**src/rtl/csa_accumulator.sv**
```systemverilog
// Purpose: frame accumulator built on a 3:2 carry-save step per operand,
//          with one carry-propagate addition at end of frame.
// Latency: result valid two cycles after the edge that accepts the last operand.
// Backpressure: in_ready low while resolving/presenting; result held until out_ready.
//
// Ports:
//   clk, rst           clock, asynchronous active-high reset
//   in_valid/in_ready  operand handshake; in_data unsigned N-bit, in_last ends frame
//   out_valid/out_ready result handshake; out_sum = frame sum mod 2^W,
//                      out_err = frame held more than M operands
module csa_accumulator #(
  parameter int N = 4,
  parameter int M = 8,
  localparam int W = N + $clog2(M)
) (
  input  logic         clk,
  input  logic         rst,
  input  logic         in_valid,
  output logic         in_ready,
  input  logic [N-1:0] in_data,
  input  logic         in_last,
  output logic         out_valid,
  input  logic         out_ready,
  output logic [W-1:0] out_sum,
  output logic         out_err
);

  localparam int CW = $clog2(M + 1);
  // The carry-propagate add is split into a low and a high half so the
  // long carry chain is cut by a register; the high half adds the low carry.
  localparam int LO = W / 2;
  localparam int HI = W - LO;

  typedef enum logic [1:0] {
    IDLE    = 2'd0,
    ACCUM   = 2'd1,
    RESOLVE = 2'd2,
    DONE    = 2'd3
  } state_t;

  state_t         state_q, state_d;
  logic [W-1:0]   s_q, s_d;
  logic [W-1:0]   c_q, c_d;
  logic [CW-1:0]  cnt_q, cnt_d;
  logic           err_q, err_d;
  logic [W-1:0]   sum_q, sum_d;
  logic           cy_q, cy_d;
  logic           ph_q, ph_d;

  logic           accept;
  logic [W-1:0]   x;
  logic [LO:0]    lo_add;

  assign in_ready  = (state_q == IDLE) || (state_q == ACCUM);
  assign out_valid = (state_q == DONE);
  assign out_sum   = sum_q;
  assign out_err   = err_q;

  assign accept = in_valid && in_ready;
  assign x      = W'(in_data);
  assign lo_add = (LO + 1)'(s_q[LO-1:0]) + (LO + 1)'(c_q[LO-1:0]);

  always_comb begin
    state_d = state_q;
    s_d     = s_q;
    c_d     = c_q;
    cnt_d   = cnt_q;
    err_d   = err_q;
    sum_d   = sum_q;
    cy_d    = cy_q;
    ph_d    = ph_q;

    case (state_q)
      IDLE, ACCUM: begin
        if (accept) begin
          // Carry-save step: sum bits and majority carries, no propagation.
          s_d = s_q ^ c_q ^ x;
          c_d = ((s_q & c_q) | (s_q & x) | (c_q & x)) << 1;
          // Counter saturates at M; an accept beyond that flags the frame.
          if (cnt_q == CW'(M)) begin
            err_d = 1'b1;
          end else begin
            cnt_d = cnt_q + CW'(1);
          end
          ph_d    = 1'b0;
          state_d = in_last ? RESOLVE : ACCUM;
        end
      end

      RESOLVE: begin
        if (!ph_q) begin
          sum_d[LO-1:0] = lo_add[LO-1:0];
          cy_d          = lo_add[LO];
          ph_d          = 1'b1;
        end else begin
          sum_d[W-1:LO] = s_q[W-1:LO] + c_q[W-1:LO] + HI'(cy_q);
          ph_d          = 1'b0;
          state_d       = DONE;
        end
      end

      DONE: begin
        if (out_ready) begin
          state_d = IDLE;
          s_d     = '0;
          c_d     = '0;
          cnt_d   = '0;
          err_d   = 1'b0;
        end
      end

      default: state_d = IDLE;
    endcase
  end

  always_ff @(posedge clk or posedge rst) begin
    if (rst) begin
      state_q <= IDLE;
      s_q     <= '0;
      c_q     <= '0;
      cnt_q   <= '0;
      err_q   <= 1'b0;
      sum_q   <= '0;
      cy_q    <= 1'b0;
      ph_q    <= 1'b0;
    end else begin
      state_q <= state_d;
      s_q     <= s_d;
      c_q     <= c_d;
      cnt_q   <= cnt_d;
      err_q   <= err_d;
      sum_q   <= sum_d;
      cy_q    <= cy_d;
      ph_q    <= ph_d;
    end
  end

endmodule

```
**config.mk**
```make
export PLATFORM = sky130hd
export DESIGN_NAME = csa_accumulator
export DESIGN_NICKNAME = d
export VERILOG_FILES = /design/src/rtl/csa_accumulator.sv
export SDC_FILE = /design/constraint.sdc
export NUM_CORES = 1
export LEC_CHECK = 0
export CORE_ASPECT_RATIO = 0.75
export CORE_MARGIN = 1.5
export CORE_UTILIZATION = 49
export CTS_CLUSTER_SIZE = 24
export DETAILED_ROUTE_END_ITERATION = 8
export PLACE_DENSITY_LB_ADDON = 0.2
export SKIP_CTS_REPAIR_TIMING = 1
export SLEW_MARGIN = 20
export SYNTH_ARGS = -nofsm -noshare
export SYNTH_HDL_FRONTEND = slang
export SYNTH_SLANG_ARGS = --single-unit
```
**constraint.sdc**
```tcl
create_clock -name clk -period 1.7 [get_ports clk]
set_clock_uncertainty 0.15 [all_clocks]
set_input_delay 0.425 -clock clk [delete_from_list [all_inputs] [get_ports clk]]
set_output_delay 0.425 -clock clk [all_outputs]
set_load 0.005 [all_outputs]
```
### After elaboration in Yosys (flattened, before gate mapping)

Index checks and enable logic that the tools add are counted.

* word-level logic and storage cells: 64
* bits in registers: 30
* output and inout port bits: 10

* equal/unequal tests: 9
* bitwise logic cells: 8
* mux-type cells: 21
* $add $sub $neg: 4
* reductions and logical operators: 13

Operators by type and width (count)
* $pmux 7 s2: 2
* $mux 7: 3
* $and 6x4->6: 2
* $mux 4: 3
* $or 6x6->6: 2
* $mux 2: 4
* $ne 2x2->1 const B: 4
* $pmux 4 s2: 1
* $reduce_and 4->1: 2
* $xor 7x4->7: 1
* $xor 7x7->7: 1
* $and 6x6->6: 1
* $pmux 2 s3: 1
* $reduce_and 2->1: 3
* $reduce_and 3->1: 2
* $mux 1: 5
* $add 3x3->4: 1
* $add 4x1->4: 1
* $add 4x1->4 const B: 1
* $add 4x4->4: 1
* $eq 2x2->1 const B: 2
* $eq 4x4->1 const B: 1
* $pmux 1 s2: 2
* $reduce_bool 2->1: 2
* 7 further kinds: 7

### Logic depth before layout (Yosys ltp)

* depth after elaboration: 5
* mapped depth: 6
* depth with buffers taken out: 6

### Least setup slack after synthesis

OpenSTA, ideal clock, no wires.

* path kind: reg-to-reg
* start point: register s_q[3]
* end point: register sum_q[4], in the netlist out_sum[4]
* library setup time: 0.128 ns
* stages on the path, launching flop included: 6
* arrival time: 1.575 ns
* path slack: -0.152 ns
* data required time: 1.422 ns
* cells stage by stage: dfrtp_1 inv_1 fa_1 inv_1 fa_1 mux2_1

* word-level cells in the longest chain between the ends: 2

Ends and longest elaborated chain
* start: declaration: line 42 `logic [W-1:0] s_q, s_d;`
* start signal: assignment: line 119 `s_q <= '0;`
* start signal: assignment: line 128 `s_q <= s_d;`
* $add 4x4->4: line 96 `sum_d[W-1:LO] = s_q[W-1:LO] + c_q[W-1:LO] + HI'(cy_q);`
* $add 4x1->4: line 96
* end signal: assignment: line 132 `sum_q <= sum_d;`
* end: declaration: line 46 `logic [W-1:0] sum_q, sum_d;`

No other way between the ends.
A chain may end at the register's enable or synchronous reset.

### Worst setup path after layout

Ends and elaborated chain as after synthesis.

==> results by group <==
Run status
  – Status: finished with violations
  – Failing checks: setup timing

CTS
  – Clock slew at reported path FFs: 0.06 ns
  – Worst skew pair latency: 0.28 ns
  – CTS Buf Count: 5
  – Root Driver: clkbuf_8
  – CTS tree: built
  – CTS Buffer Depth: 2
  – Htree depth: 2
  – Clock sinks: 29

Cells and area
  – Nets: approximately 180
  – Final antenna diode count: 0
  – Layout area overhead: 28.0%
  – Core Util, Final: 65.8%
  – Layout cells sized above 1: 21.7%
  – Final cell count without fillers: a little under 200
  – Layout filler cell count: 235

Setup path
  – Crit-path cells: inv_2, fa_2, inv_2, fa_1, mux2_4
  – Crit-path max cell delay: about 0.39 ns
  – FF-to-FF End: out_sum[4]
  – Cell family with most CP delay: adder cells
  – Crit-path max FO: 2
  – CP Capture Type: flop
  – Critical path class: flop to flop
  – R2R setup slack: -0.11 ns
  – Reg2reg path depth: 5
  – Crit-path slowest cell: fa_2
  – CP Launch Point: s_q[3]
  – CP Data Arrival Time: about 1.8 ns
  – Critical path depth: 5
  – WP buf/inv: 2
  – CP required: 1.72 ns
  – CP dominant cell by count: inv_2
  – Worst r2r src: s_q[3]
  – Crit path capture: out_sum[4]
  – CP Launch Type: flop

STA
  – Slew margin rel.: 81.5%
  – RSZ-0062 raised after global routing: yes
  – F_max: 553 MHz
  – Setup TNS: -0.110 ns
  – Final Hold Viols: 0
  – Fin crit share: 106%
  – Fin worst setup slack: -0.110 ns
  – Fin crit period: 1.81 ns
  – Worst Tran Pin Value: 0.277 ns
  – Final setup fails: 1
  – Fin. max-slew vios: 0
  – Hold_ws: 0.321 ns

Floorplan
  – Die area: 3420 µm²
  – Die X: roughly 67 µm
  – Die height: 51.1 µm
  – Core Footprint: just under 3000 µm²
  – IO Count: 19
  – Initial Utilization: 51.4%
  – Rows: 17

Global routing
  – Vias in the first global route: 1037
  – GRT Util Overall: 19.8%
  – Largest net degree at the start of global routing: 30
  – Initial antenna violation count: 0
  – First-pass GRT wire length: 4860 µm
  – Overflow after GRT: 0

Synth
  – Most frequent cells after synthesis: dfrtp_1, a22o_1, inv_1
  – Netlist Area Pre-Place: 1510 µm²
  – Top post-synthesis cells by area: dfrtp_1, fa_1, a22o_1, ha_1, inv_1
  – Synth cell types: 33
  – Synth async-reset ratio: 100%
  – Syn nets: roughly 150
  – Post-synth EDFFs: 0
  – Most frequent cell after synthesis: dfrtp_1
  – FF+latch count, synth: 29
  – Yosys Warn Count: 0
  – Biggest area consumer among synthesized cells: dfrtp_1
  – Seq/Total Area, Yosys: 48.1%
  – Mean post-synth cell area: 12.1 µm²
  – Main flop type after synthesis: dfrtp_1
  – Post-synth top area share: between 40% and 50%
  – Syn Inst Count: ~130

Pwr
  – Final Total Pwr: 3.27 mW
  – Pwr dens: ~1700 nW/µm²
  – Int Pwr: 2.11 mW
  – Comb power frac: a little under half
  – Net Sw Frac: 35.7%
  – Clock power frac: 16.9%
  – Sequential fraction of design power: 37.1%
  – P_leak: slightly above 1 nW
  – IR drop worst, VDD: 0.862 mV
  – P_sw: 1.17 mW

Detailed routing
  – Detailed Routing Iterations Pass 1: 4
  – Routed WL: 2980 µm
  – Via count: 1069
  – Wire per inst: around 15 µm
  – DRT iter0 DRCs: 33
  – Via density per instance: 5.37
  – Detail Route Antenna Nets: 0
  – DRC: 0

Placed design
  – Placed instance count: approximately 190
  – IO buf count: 18
  – GPL Wtd Cong: 0.892
  – Hpwl dp: ~2100 µm

Job
  – Max-cap viol count: 0

Min path
  – HP Class: flop to flop
[placed cells by master (no fill, tap or decap), types with 3 or more instances in the layout]
cell and n:
dfrtp_1 29, buf_4 14, a22o_1 12, dlymetal6s2s_1 10, nand2_1 8, clkdlybuf4s50_1 8, o21ai_0 7, inv_1 6
ha_1 6, a21oi_1 5, inv_2 5, fa_1 5, clkbuf_8 5, mux2i_1 4, nand3_1 4, nand3b_1 3
clkbuf_1 3
[cells by family after synthesis]
group                      after synthesis  synth area share [%]
muxes                                    7                  4.89
and+or+nand+nor                         27                  11.6
adders and majority gates               12                  12.9
DFF                                     29                  48.1
buffers and inverters                   16                  5.64
AOI/OAI and AO/OA                       30                  14.5
xor gates and xnor gates                 4                  2.32
[layer usage]
metal	global-route usage (%)	routed length, µm	vias to the layer above
met1	27.7	1430	532
met2	28.4	1370	25
li1	-	-	507
met3	5.95	130	5
met5	0	0	-
met4	9.18	42	0
[power groups by stage]
| stage | Sequential (mW) | Combinational [mW] | Clock (mW) |
|---|---|---|---|
| final | 1.22 | 1.50 | 0.554 |
| after global routing | 1.25 | 1.68 | 0.592 |
| after CTS | 1.21 | 1.47 | 0.562 |
| after detailed placement | 1.22 | 1.46 | 0 |
| after global placement | 1.20 | 1.41 | 0 |
| after floorplan | 1.17 | 0.957 | 0 |
[flip-flops by register name, summed over array words and instances (netlist names)]
signal,cells
c_q,6
cnt_q,4
cy_q,1
out_err,1
out_sum,7
ph_q,1
s_q,7
state_q,2
[worst min-delay path by stage]
stage	startpoint	to	depth (start not counted)	slack (ns)
after floorplan	cnt_q[3]	cnt_q[3]	1	0.30
after global placement	out_sum[5]	out_sum[5]	2	0.31
after detailed placement	out_sum[5]	out_sum[5]	2	0.32
after CTS	rst	out_sum[3]	3	0.34
after global routing	rst	s_q[5]	3	0.34
final	out_sum[5]	out_sum[5]	2	0.32
[area by class of cell]
class / instances / area, µm² / area share [%]
flip-flops and latches: 29 / 726 / 37.6
repair buffers: 33 / 330 / 17.1
multi-input cells: 80 / 707 / 36.6
well taps: 38 / 47.5 / 2.46
inverters: 11 / 41.3 / 2.14
clock buffers: 8 / 80.1 / 4.15
[worst min-delay path, stage by stage (launching register included)]
cell     delay (ns)
dfrtp_1        0.34
nand2_1        0.04
o21ai_0        0.06
[per-stage QoR]
step,cell area [µm²],setup WS [ns]
after detailed placement,1790,-0.152
after global placement,1790,-0.141
after global routing,1930,-0.158
final,1930,-0.110
after CTS,1870,-0.215
after floorplan,1520,-0.0433
(Power assumes the default switching activity.)
